===== src/rtl/pwm_timebase_controller.sv =====
// Shared PWM timebase: prescaled free-running counter with a double-buffered period,
// start / graceful stop / abort sequencing and a sticky period-wrap interrupt.
module pwm_timebase_controller #(
   parameter int WIDTH    = 16,
   parameter int PS_WIDTH = 8
) (
   input  logic                clk,
   input  logic                rst,
   input  logic [WIDTH-1:0]    cfg_top,
   input  logic [PS_WIDTH-1:0] cfg_prescale,
   input  logic                cfg_write,
   input  logic                start,
   input  logic                stop,
   input  logic                abort,
   input  logic                irq_enable,
   input  logic                irq_clear,
   output logic [WIDTH-1:0]    counter_value,
   output logic                channel_enable,
   output logic                period_start,
   output logic                running,
   output logic                irq
);

   typedef enum logic [1:0] {
      ST_IDLE  = 2'd0,
      ST_RUN   = 2'd1,
      ST_DRAIN = 2'd2
   } state_t;

   state_t              state_r;
   logic [WIDTH-1:0]    counter_r;
   logic [PS_WIDTH-1:0] ps_cnt_r;
   logic [WIDTH-1:0]    shadow_top_r;
   logic [PS_WIDTH-1:0] shadow_ps_r;
   logic [WIDTH-1:0]    act_top_r;
   logic [PS_WIDTH-1:0] act_ps_r;
   logic                period_start_r;
   logic                running_r;
   logic                irq_r;

   logic tick_s;
   logic wrap_s;

   // Tick and wrap qualifiers; abort suppresses a coincident wrap so it neither reloads nor raises irq.
   always_comb begin
      tick_s = 1'b0;
      wrap_s = 1'b0;
      if (state_r != ST_IDLE) begin
         tick_s = (ps_cnt_r == act_ps_r);
         wrap_s = tick_s && (counter_r == act_top_r) && !abort;
      end else begin
         tick_s = 1'b0;
         wrap_s = 1'b0;
      end
   end

   // Shadow configuration registers, writable in any state.
   always_ff @(posedge clk) begin
      if (rst) begin
         shadow_top_r <= {WIDTH{1'b0}};
         shadow_ps_r  <= {PS_WIDTH{1'b0}};
      end else if (cfg_write) begin
         shadow_top_r <= cfg_top;
         shadow_ps_r  <= cfg_prescale;
      end
   end

   // Sequencer FSM with counter, prescaler, active registers and registered status outputs.
   always_ff @(posedge clk) begin
      if (rst) begin
         state_r        <= ST_IDLE;
         counter_r      <= {WIDTH{1'b0}};
         ps_cnt_r       <= {PS_WIDTH{1'b0}};
         act_top_r      <= {WIDTH{1'b0}};
         act_ps_r       <= {PS_WIDTH{1'b0}};
         period_start_r <= 1'b0;
         running_r      <= 1'b0;
      end else if (abort) begin
         state_r        <= ST_IDLE;
         counter_r      <= {WIDTH{1'b0}};
         ps_cnt_r       <= {PS_WIDTH{1'b0}};
         period_start_r <= 1'b0;
         running_r      <= 1'b0;
      end else begin
         case (state_r)
            ST_IDLE: begin
               counter_r <= {WIDTH{1'b0}};
               ps_cnt_r  <= {PS_WIDTH{1'b0}};
               if (start) begin
                  state_r        <= ST_RUN;
                  act_top_r      <= shadow_top_r;
                  act_ps_r       <= shadow_ps_r;
                  period_start_r <= 1'b1;
                  running_r      <= 1'b1;
               end else begin
                  period_start_r <= 1'b0;
                  running_r      <= 1'b0;
               end
            end
            ST_RUN, ST_DRAIN: begin
               if (tick_s) begin
                  ps_cnt_r <= {PS_WIDTH{1'b0}};
                  if (wrap_s) begin
                     counter_r <= {WIDTH{1'b0}};
                     act_top_r <= shadow_top_r;
                     act_ps_r  <= shadow_ps_r;
                  end else begin
                     counter_r <= counter_r + {{(WIDTH-1){1'b0}}, 1'b1};
                  end
               end else begin
                  ps_cnt_r <= ps_cnt_r + {{(PS_WIDTH-1){1'b0}}, 1'b1};
               end

               // A drain cancelled by start keeps counting as a normal run, even on a wrap cycle.
               if (state_r == ST_RUN) begin
                  state_r        <= stop ? ST_DRAIN : ST_RUN;
                  period_start_r <= wrap_s;
                  running_r      <= 1'b1;
               end else if (start && !stop) begin
                  state_r        <= ST_RUN;
                  period_start_r <= wrap_s;
                  running_r      <= 1'b1;
               end else if (wrap_s) begin
                  state_r        <= ST_IDLE;
                  period_start_r <= 1'b0;
                  running_r      <= 1'b0;
               end else begin
                  state_r        <= ST_DRAIN;
                  period_start_r <= 1'b0;
                  running_r      <= 1'b1;
               end
            end
            default: begin
               state_r        <= ST_IDLE;
               counter_r      <= {WIDTH{1'b0}};
               ps_cnt_r       <= {PS_WIDTH{1'b0}};
               period_start_r <= 1'b0;
               running_r      <= 1'b0;
            end
         endcase
      end
   end

   // Sticky wrap interrupt; a set wins over a simultaneous clear.
   always_ff @(posedge clk) begin
      if (rst) begin
         irq_r <= 1'b0;
      end else if (wrap_s && irq_enable) begin
         irq_r <= 1'b1;
      end else if (irq_clear) begin
         irq_r <= 1'b0;
      end
   end

   assign counter_value  = counter_r;
   assign channel_enable = running_r;
   assign running        = running_r;
   assign period_start   = period_start_r;
   assign irq            = irq_r;

endmodule


===== config.mk =====
export PLATFORM = sky130hd
export DESIGN_NAME = pwm_timebase_controller
export DESIGN_NICKNAME = d
export VERILOG_FILES = /design/src/rtl/pwm_timebase_controller.sv
export SDC_FILE = /design/constraint.sdc
export NUM_CORES = 1
export LEC_CHECK = 0
export ABC_AREA = 1
export CELL_PAD_IN_SITES_DETAIL_PLACEMENT = 1
export CELL_PAD_IN_SITES_GLOBAL_PLACEMENT = 2
export CORE_ASPECT_RATIO = 1.5
export CORE_MARGIN = 2
export CORE_UTILIZATION = 30
export DETAILED_ROUTE_END_ITERATION = 10
export PLACE_DENSITY_LB_ADDON = 0.1
export SLEW_MARGIN = 30
export SYNTH_ARGS = -nofsm -noshare
export SYNTH_HDL_FRONTEND = slang
export SYNTH_SLANG_ARGS = --single-unit
export TNS_END_PERCENT = 50

===== constraint.sdc =====
create_clock -name clk -period 2.6 [get_ports clk]
set_clock_uncertainty 0.15 [all_clocks]
set_input_delay 0.78 -clock clk [delete_from_list [all_inputs] [get_ports clk]]
set_output_delay 0.78 -clock clk [all_outputs]
set_load 0.02 [all_outputs]

Yosys cells after proc, flatten, opt, wreduce, memory -nomap -nowiden
Index checks and enable logic that the tools add are counted.
{"block": "word_totals", "regBits": 77, "word_cells": 63, "output_inout_bits": 20, "inputBits": 32}
{"block": "op_classes", "mux": 27, "n_reduce_logical": 15, "bitwise": 2, "add_sub_neg": 2, "n_eq_ne": 7}
{"operator": "16-bit 2-to-1 mux", "n": 4}
{"operator": "16-bit case mux with 2 select lines", "n": 1}
{"operator": "8-bit 2-to-1 mux", "n": 3}
{"operator": "16-bit by 1-bit adder with 16-bit output, second input constant", "n": 1}
{"operator": "16-bit equality test", "n": 1}
{"operator": "8-bit case mux with 2 select lines", "n": 1}
{"operator": "1-bit 2-to-1 mux", "n": 10}
{"operator": "2-bit 2-to-1 mux", "n": 5}
{"operator": "8-bit by 1-bit adder with 8-bit output, second input constant", "n": 1}
{"operator": "8-bit equality test", "n": 1}
{"operator": "2-bit != test, second input constant", "n": 3}
{"operator": "2-bit nonzero test", "n": 3}
{"operator": "5-bit AND reduction", "n": 1}
{"operator": "1-bit logical AND", "n": 4}
{"operator": "1-bit case mux with 2 select lines", "n": 2}
{"operator": "2-bit case mux with 2 select lines", "n": 1}
{"operator": "2-bit OR reduction", "n": 2}
{"operator": "4-bit OR reduction", "n": 1}
{"operator": "3-bit OR reduction", "n": 1}
{"operator": "2-bit by 1-bit equality test with 1-bit output, second input constant", "n": 1}
{"operator": "2-bit equality test, second input constant", "n": 1}
{"operator": "1-bit zero test", "n": 2}
{"operator": "2-bit zero test", "n": 1}
{"operator": "1-bit NOT", "n": 2}

Depth between registers and ports, before layout
{"block": "depth", "depth_word": 8, "mapped_depth": 14, "mapped_depth_nobuf": 13}

Worst setup path after synthesis
Ideal clock, no wire load.
{"block": "synth_path", "path_type": "input to register", "from": "in start", "to": "reg act_ps_r[0]", "slack_ns": 0.669, "t_arrival_ns": 1.717, "path_stages": 6, "required_time_ns": 2.386, "path_cell_list": "nor2_1 -> nor3_1 -> clkbuf_1 -> buf_2 -> a21oi_1 -> nor2_1"}
{"block": "synth_between", "elab_chain_cells": 2}
{"item": "from (decl)", "line_no": "12", "rtl": "input logic start,"}
{"item": "2-bit != test (no source line)"}
{"item": "5-bit AND reduction (no source line)"}
{"item": "to (signal assigned)", "line_no": "75", "rtl": "act_ps_r <= {PS_WIDTH{1'b0}};"}
{"item": "to (signal assigned)", "line_no": "92", "rtl": "act_ps_r <= shadow_ps_r;"}
{"item": "to (signal assigned)", "line_no": "106", "rtl": "act_ps_r <= shadow_ps_r;"}
{"item": "to (decl)", "line_no": "36", "rtl": "logic [PS_WIDTH-1:0] act_ps_r;"}
No other way between the ends.
A chain may end at the register's enable or synchronous reset.

Worst setup path in the final report
{"block": "layout_path", "from": "reg counter_r[6] (netlist: counter_value[6])", "to": "out counter_value[6]"}
{"item": "from (decl)", "line_no": "31", "rtl": "logic [WIDTH-1:0] counter_r;"}
{"item": "from (signal assigned)", "line_no": "72", "rtl": "counter_r <= {WIDTH{1'b0}};"}
{"item": "from (signal assigned)", "line_no": "80", "rtl": "counter_r <= {WIDTH{1'b0}};"}
{"item": "from (signal assigned)", "line_no": "87", "rtl": "counter_r <= {WIDTH{1'b0}};"}
{"item": "to (decl)", "line_no": "17", "rtl": "output logic [WIDTH-1:0] counter_value,"}
No word-level cell between the ends.

==> impl_metrics.py <==
metrics = {
    "grt": {
        "grt_usage": 0.151,
        "grt_pass1_wl_um": 16000,
        "grt_antenna_before_repair": 0,
        "grt_start_max_net_pins": 49,
        "grt_pass1_vias": 3315,
        "grt_overflow": 0,
    },
    "clocking": {
        "cts_buffers": 9,
        "cts_tree": "yes",
        "clock-sinks": 77,
        "cts_hold_buf": 0,
        "clockBufferDepth": 2,
        "cts-root-buf": "clkbuf_16",
        "post-cts-setup-buffers": 0,
        "cts.repair.resized": 0,
        "htreeDepth": 3,
        "clkLatencyLatePin_ns": 0.33,
        "clk_pin_slew_worst_paths_ns": 0.06,
    },
    "synthesis": {
        "yosysTopAreaCellShare": 0.422,
        "netlist_top_cells_count": "nand2_1 (107), dfxtp_1 (77), nor2_1 (76), inv_1 (70), a21oi_1 (60)",
        "syn-cell-area_um2": 3650,
        "synth_edf_count": 0,
        "synth_seq_area_share": 0.422,
        "ys.flop_type": "dfxtp_1",
        "synthMostInstantiatedCell": "nand2_1",
        "postSynthAreaPerCell_um2": 6.80,
        "yosys-top-cells-area": "dfxtp_1 (42%), nand2_1 (11%), a21oi_1 (8.2%)",
        "async_flop_share": 0,
        "yosys.area.top_type": "dfxtp_1",
        "synth_nets": 574,
        "syn_inst": 537,
        "ys_seq_elements": 77,
        "synth_cell_types": 31,
        "yosys_warnings": 0,
    },
    "worst_setup_path": {
        "path_max_fanout": 6,
        "cp_top_family": "buffers and inverters",
        "required_ns": 1.67,
        "cp_num_buf_inv": 1,
        "cp.arrival_ns": 1.46,
        "critPathKind": "reg -> out",
        "critPathLaunchType": "register",
        "crit_chain": "clkdlybuf4s50_1",
        "cp_slowest_stage_delay_ns": 0.66,
        "slowest_stage": "clkdlybuf4s50_1",
        "critPathCaptureType": "output port",
    },
    "final_layout": {
        "area_growth_pct": 29.4,
        "finalNetCount": 627,
        "multi_input_area_um2": 1700,
        "design_area_um2": 4720,
        "final-seq-area_um2": 1540,
        "drive_gt1_frac": 0.0723,
        "instances_no_fill": 748,
        "fill_cells": 1532,
        "post-route-util": 0.395,
        "antenna_cells": 0,
    },
    "timing": {
        "setup_tns_ns": 0,
        "rsz0062_at_grt": "false",
        "slew_headroom": 0.670,
        "final-hold-violation-count": 0,
        "fin_crit_sh": 0.920,
        "worst_pin_slew_ns": 0.491,
        "slew_violations": 0,
        "fmax_mhz": 418,
        "finalSetupViolations": 0,
        "fin_crit_ns": 2.39,
    },
    "floorplanning": {
        "die_area_um2": 13100,
        "die_w_um": 94.1,
        "start_util": 0.305,
        "rows": 49,
        "die_h_um": 139,
        "io_pins": 52,
        "coreArea_um2": 12000,
    },
    "drt": {
        "post_drt_wl_per_cell_um": 12.3,
        "dr_total_vias": 3388,
        "post_drt_via_cell_ratio": 4.53,
        "wl_um": 9190,
        "firstDrtPassIters": 4,
        "drt.antenna.violating_nets": 0,
        "drc": 0,
        "drtIter0Drc": 105,
    },
    "pwr": {
        "cellPowerDensity_nw_per_um2": 637,
        "p_total_mw": 3.01,
        "peakVddDrop_mv": 0.280,
        "p_leak_nw": 1.90,
    },
    "run_status": {
        "outcome": "finished clean",
    },
    "place": {
        "io_buffers": 51,
        "dp.cells": 732,
        "place.gp.congestion": 0.778,
        "place.detailed.hpwl_um": 7060,
        "post_dp_cell_area_um2": 4390,
    },
    "worst_hold_path": {
        "min_path_type": "reg -> reg",
    },
    "job": {
        "cap_viol_max_count": 0,
    },
}
[per-stage QoR]
step	worst slack, ns	hold WS, ns
finish	0.207	0.306
global route	0.133	0.332
CTS	0.181	0.310
detailed placement	0.0620	0.301
global placement	0.0662	0.291
floorplan	0.669	0.279
[tightest hold or removal path, stage by stage, from the launching register on]
cell	delay, ns
dfxtp_1	0.30
inv_1	0.06
a21oi_1	0.06
[final cells by class]
cell class | count | share of cell area
repair buffers | 65 | 0.141
clock buffers | 10 | 0.0506
well taps | 153 | 0.0405
clock inverters | 6 | 0.0199
flip-flops and latches | 77 | 0.326
inverters | 78 | 0.0620
multi-input cells | 359 | 0.360
[power by group]
group | total [mW] | internal (mW) | switching [mW]
registers | 1.28 | 1.24 | 0.0341
logic | 0.339 | 0.154 | 0.185
clock network | 1.39 | 0.875 | 0.518
total | 3.01 | 2.27 | 0.738
[layout by cell type (no fill, tap or decap), drive strengths merged, types with 2 or more instances in the layout]
cell,synthesis,routed
nand2,108,108
inv,77,79
dfxtp,77,77
nor2,77,77
a21oi,60,60
clkdlybuf4s50,0,51
nand3,41,41
o21ai,32,32
buf,12,14
xor2,11,11
clkbuf,11,10
nor3,8,8
ha,5,5
xnor2,3,3
nand4,3,3
or2,2,2
o22ai,2,2
nor3b,2,2
bufinv,0,2
clkinv,1,2
[per-layer routing]
metal / GRT usage / part of all wire / vias to the layer above / wire [µm]
met2: 0.247 / 0.46 / 48 / 4270
met1: 0.200 / 0.49 / 1529 / 4520
li1: - / - / 1801 / -
met5: 0 / 0 / - / 0
met3: 0.0315 / 0.029 / 10 / 269
met4: 0.0458 / 0.013 / 0 / 123
[final timing paths]
check	from	to	slack [ns]	depth (start not counted)
hold / removal	shadow_top_r[6]$_SDFFE_PP0P_	shadow_top_r[6]$_SDFFE_PP0P_	0.31	2
hold reg to reg	shadow_top_r[6]$_SDFFE_PP0P_	shadow_top_r[6]$_SDFFE_PP0P_	0.31	2
setup / recovery	counter_value[6]$_SDFFE_PP0P_	counter_value[6]	0.21	1
setup reg to reg	state_r[0]$_SDFFE_PP0P_	act_top_r[5]$_SDFFE_PP0P_	0.40	11
[kinds of logic (layout without fill, tap and decap cells)]
family | after synthesis | after routing | share of synthesized area
AOI/OAI and AO/OA | 97 | 97 | 0.136
xor gates and xnor gates | 14 | 14 | 0.0336
adders and majority gates | 5 | 5 | 0.0171
buffers and inverters | 101 | 159 | 0.114
DFF | 77 | 77 | 0.422
and+or+nand+nor | 243 | 243 | 0.278
[sequential cells by signal, indices dropped and copies added (netlist names)]
signal / count
period_start: 1
irq: 1
shadow_top_r: 16
counter_value: 16
state_r: 2
channel_enable: 1
act_top_r: 16
ps_cnt_r: 8
act_ps_r: 8
shadow_ps_r: 8
(Power assumes the default switching activity.)
==> RTL edit 1 (same settings) <==
Register the output `counter_value` once more; this adds one clock of latency there. The other outputs are not delayed to match.
--- a/src/rtl/pwm_timebase_controller.sv
+++ b/src/rtl/pwm_timebase_controller.sv
@@ -153,5 +153,7 @@
    end
 
-   assign counter_value  = counter_r;
+   always_ff @(posedge clk) begin
+      counter_value <= counter_r;
+   end
    assign channel_enable = running_r;
    assign running        = running_r;
Check against the original RTL: not equivalent (a bounded check fails within 4 cycles, from zero or initial values and one cycle with rst high).
==> RTL edit 1 against the unedited design <==
- routed wire length grew 19%
- power grew 5.0%
- utilization shrank 0.84 points
- worst setup slack gained 0.10 ns
- cell count shrank 0.53%
- global-route usage grew 1.3 points
- design area grew 5.0%
- fmax grew 4.4%
- first-iteration DRC count shrank 45%
- area after synthesis grew 7.0%
- sequential cell count grew 16
- critical path type is now in2reg
- highest routed layer unchanged
==> RTL edit 1: results (changes against the unedited design) <==
Status: completed
Final WL: 10970 um (+19%)
Area of the multi-input gates: 1715 um^2 (+0.88%)
Peak fanout along the critical path: 9 (+3)
Post-synth top cells: nand2_1, dfxtp_1, nor2_1
Synth cell types: 36 (+16%)
Cell Int Power: 2.413 mW (+6.3%)
Leak pwr: 1.928 nW (+1.4%)
Final Net Count: 617 (-1.6%)
Multi-input gates: 356 (-0.84%)
Place WS: -0.09638 ns (-0.1584 ns)
RePlAce Congestion: 0.7983 (+2.6%)
Clock-cell share of area: 6.482% (-0.56 points)
Layout filler cell count: 1576 (+2.9%)
Clock power share: 44.4% (-1.9 points)
Layout cells sized above 1: 7.692% (+0.47 points)
Register cell area after layout: 1862 um^2 (+21%)
Buffering overhead: 13.32% (-0.77 points)
Non-clk bufs: 66 (+1.5%)
CLK BUF: 12 (+2)
Gr usage total: 16.46% (+1.3 points)
Internal reg-to-reg setup slack: 0.46 ns (+0.06 ns)
Worst IR Drop VDD: 0.2953 mV (+5.3%)
Register area share after synthesis: 47.65% (+5.4 points)
Critical path arrival: 2.40 ns (+0.94 ns)
# clock sinks: 93 (+21%)
Hold Slack: 0.2361 ns (-0.07021 ns)
Critical Path Max Stage Delay: 0.45 ns (-0.21 ns)
-- RTL edit 1: changes by cell type after synthesis, moves of 3 or more --
cell / before / now
inv_2: 7 / 2
inv_1: 70 / 50
nand2_1: 107 / 102
nand2_4: 0 / 3
nor2_1: 76 / 91
nand3_1: 40 / 36
o21ai_0: 30 / 34
clkbuf_1: 11 / 8
a21oi_1: 60 / 31
dfxtp_1: 77 / 93
-- RTL edit 1: final timing paths --
check,depth (start not counted),end,startpoint
max,9,ps_cnt_r[3],abort
min,0,counter_value[4],counter_r[4]
max reg2reg,10,act_top_r[2],state_r[0]
min reg2reg,0,counter_value[4],counter_r[4]
-- RTL edit 1: metrics by stage --
step / power [mW] / cells / area, um^2 / setup TNS [ns]
2_1_floorplan: 1.675 / 521 / 3908 / 0
3_3_place_gp: 1.790 / 728 / 4639 / -0.2420
3_5_place_dp: 1.795 / 728 / 4639 / -1.041
4_1_cts: 3.209 / 744 / 4961 / 0
5_1_grt: 3.290 / 744 / 4961 / 0
6_report: 3.158 / 744 / 4961 / 0
-- RTL edit 1: metal layers --
layer	wire, um	track usage (%)
met1	4412	16.85
met2	6043	32.57
met3	234	2.870
met4	278	6.894
met5	0	0
-- RTL edit 1: cells by family (layout without fill, tap and decap cells) --
| logic type | after synthesis | count (layout) | share of synthesized area (%) |
|---|---|---|---|
| adder cells (fa/ha/maj) | 5 | 5 | 1.601 |
| XOR/XNOR | 15 | 15 | 3.362 |
| AO/OA/AOI/OAI | 73 | 73 | 9.703 |
| AND/OR/NAND/NOR | 263 | 263 | 29.23 |
| buffers and inverters | 72 | 136 | 8.453 |
| flip-flops | 93 | 93 | 47.65 |
==> RTL edit 2 (same settings) <==
Without the edit above. The parameter `PS_WIDTH` goes from 8 to 6.
--- a/src/rtl/pwm_timebase_controller.sv
+++ b/src/rtl/pwm_timebase_controller.sv
@@ -3,5 +3,5 @@
 module pwm_timebase_controller #(
    parameter int WIDTH    = 16,
-   parameter int PS_WIDTH = 8
+   parameter int PS_WIDTH = 6
 ) (
    input  logic                clk,
Ports: changed (resized cfg_prescale); port bits go from 52 to 50. The function was not compared with the original's and may differ.
==> RTL edit 2 against the unedited design <==
- design area decreased by 8.6%
- sequential power decreased by 8%
- routed wire length decreased by 5.0%
- area after synthesis decreased by 9.0%
- count of clock-buffer cells in the layout unchanged
- worst setup slack got worse by 0.0052 ns
- highest routed layer unchanged
- sequential cell count decreased by 6
- register-to-register slack improved by 0.08 ns
- power decreased by 6.5%
- synthesized cell count decreased by 12%
- largest power group unchanged
- fmax decreased by 0.22%
==> RTL edit 2: results (changes against the unedited design) <==
Total power: 2.813 mW (-6.5%)
Register area share after synthesis: 42.75% (+0.55 points)
Layout filler cell count: 1395 (-8.9%)
Internal reg-to-reg setup slack: 0.48 ns (+0.08 ns)
Register cell area after layout: 1421 um^2 (-7.8%)
Fin crit share: 92.23% (+0.20 points)
Routed len/inst: 12.88 um (+4.9%)
RePlAce Congestion: 0.8226 (+5.7%)
FF-to-FF path depth: 12 (+1)
Hold Slack: 0.3097 ns (+0.003403 ns)
Cell Count Post-Placement: 662 (-9.6%)
I/O Buffers: 49 (-3.9%)
Hpwl dp: 6547 um (-7.2%)
First-pass GRT wire length: 14920 um (-6.6%)
Synth cell types: 32 (+3.2%)
Via count: 3085 (-8.9%)
FFs & Latches: 71 (-7.8%)
Non-clk bufs: 60 (-7.7%)
Leak pwr: 1.733 nW (-8.9%)
Cell Int Power: 2.122 mW (-6.5%)
Clock-net power: 1.32 mW (-5%)
Pin count of the biggest net entering global routing: 45 (-8.2%)
Post-synth top cells: nand2_1, dfxtp_1, nor2_1
Syn nets: 507 (-12%)
Status: completed
-- RTL edit 2: changes by cell type after synthesis, sizes merged, moves of 4 or more --
cell and delta:
nor2 -7, a21oi -6, nand2 -23, o21ai +4
dfxtp -6, inv -10, clkbuf -5
-- RTL edit 2: routing by layer --
metal,share of wire (%),vias up,track usage (%)
met5,0,-,0
met4,2.8,0,8.718
met3,2.5,15,2.335
met2,51,45,28.11
met1,44,1426,17.49
li1,-,1599,-
-- RTL edit 2: worst paths after layout --
path	to	start
min reg2reg	shadow_top_r[14]	shadow_top_r[14]
max reg2reg	act_ps_r[3]	state_r[0]
min	shadow_top_r[14]	shadow_top_r[14]
max	counter_value[2]	counter_value[2]
-- RTL edit 2: cell families after synthesis --
logic type | Yosys count | share of synthesized area (%)
and+or+nand+nor | 205 | 26.83
adders and majority gates | 5 | 1.882
AOI/OAI and AO/OA | 93 | 14.23
DFF | 71 | 42.75
buffers and inverters | 85 | 10.88
xor gates and xnor gates | 13 | 3.425
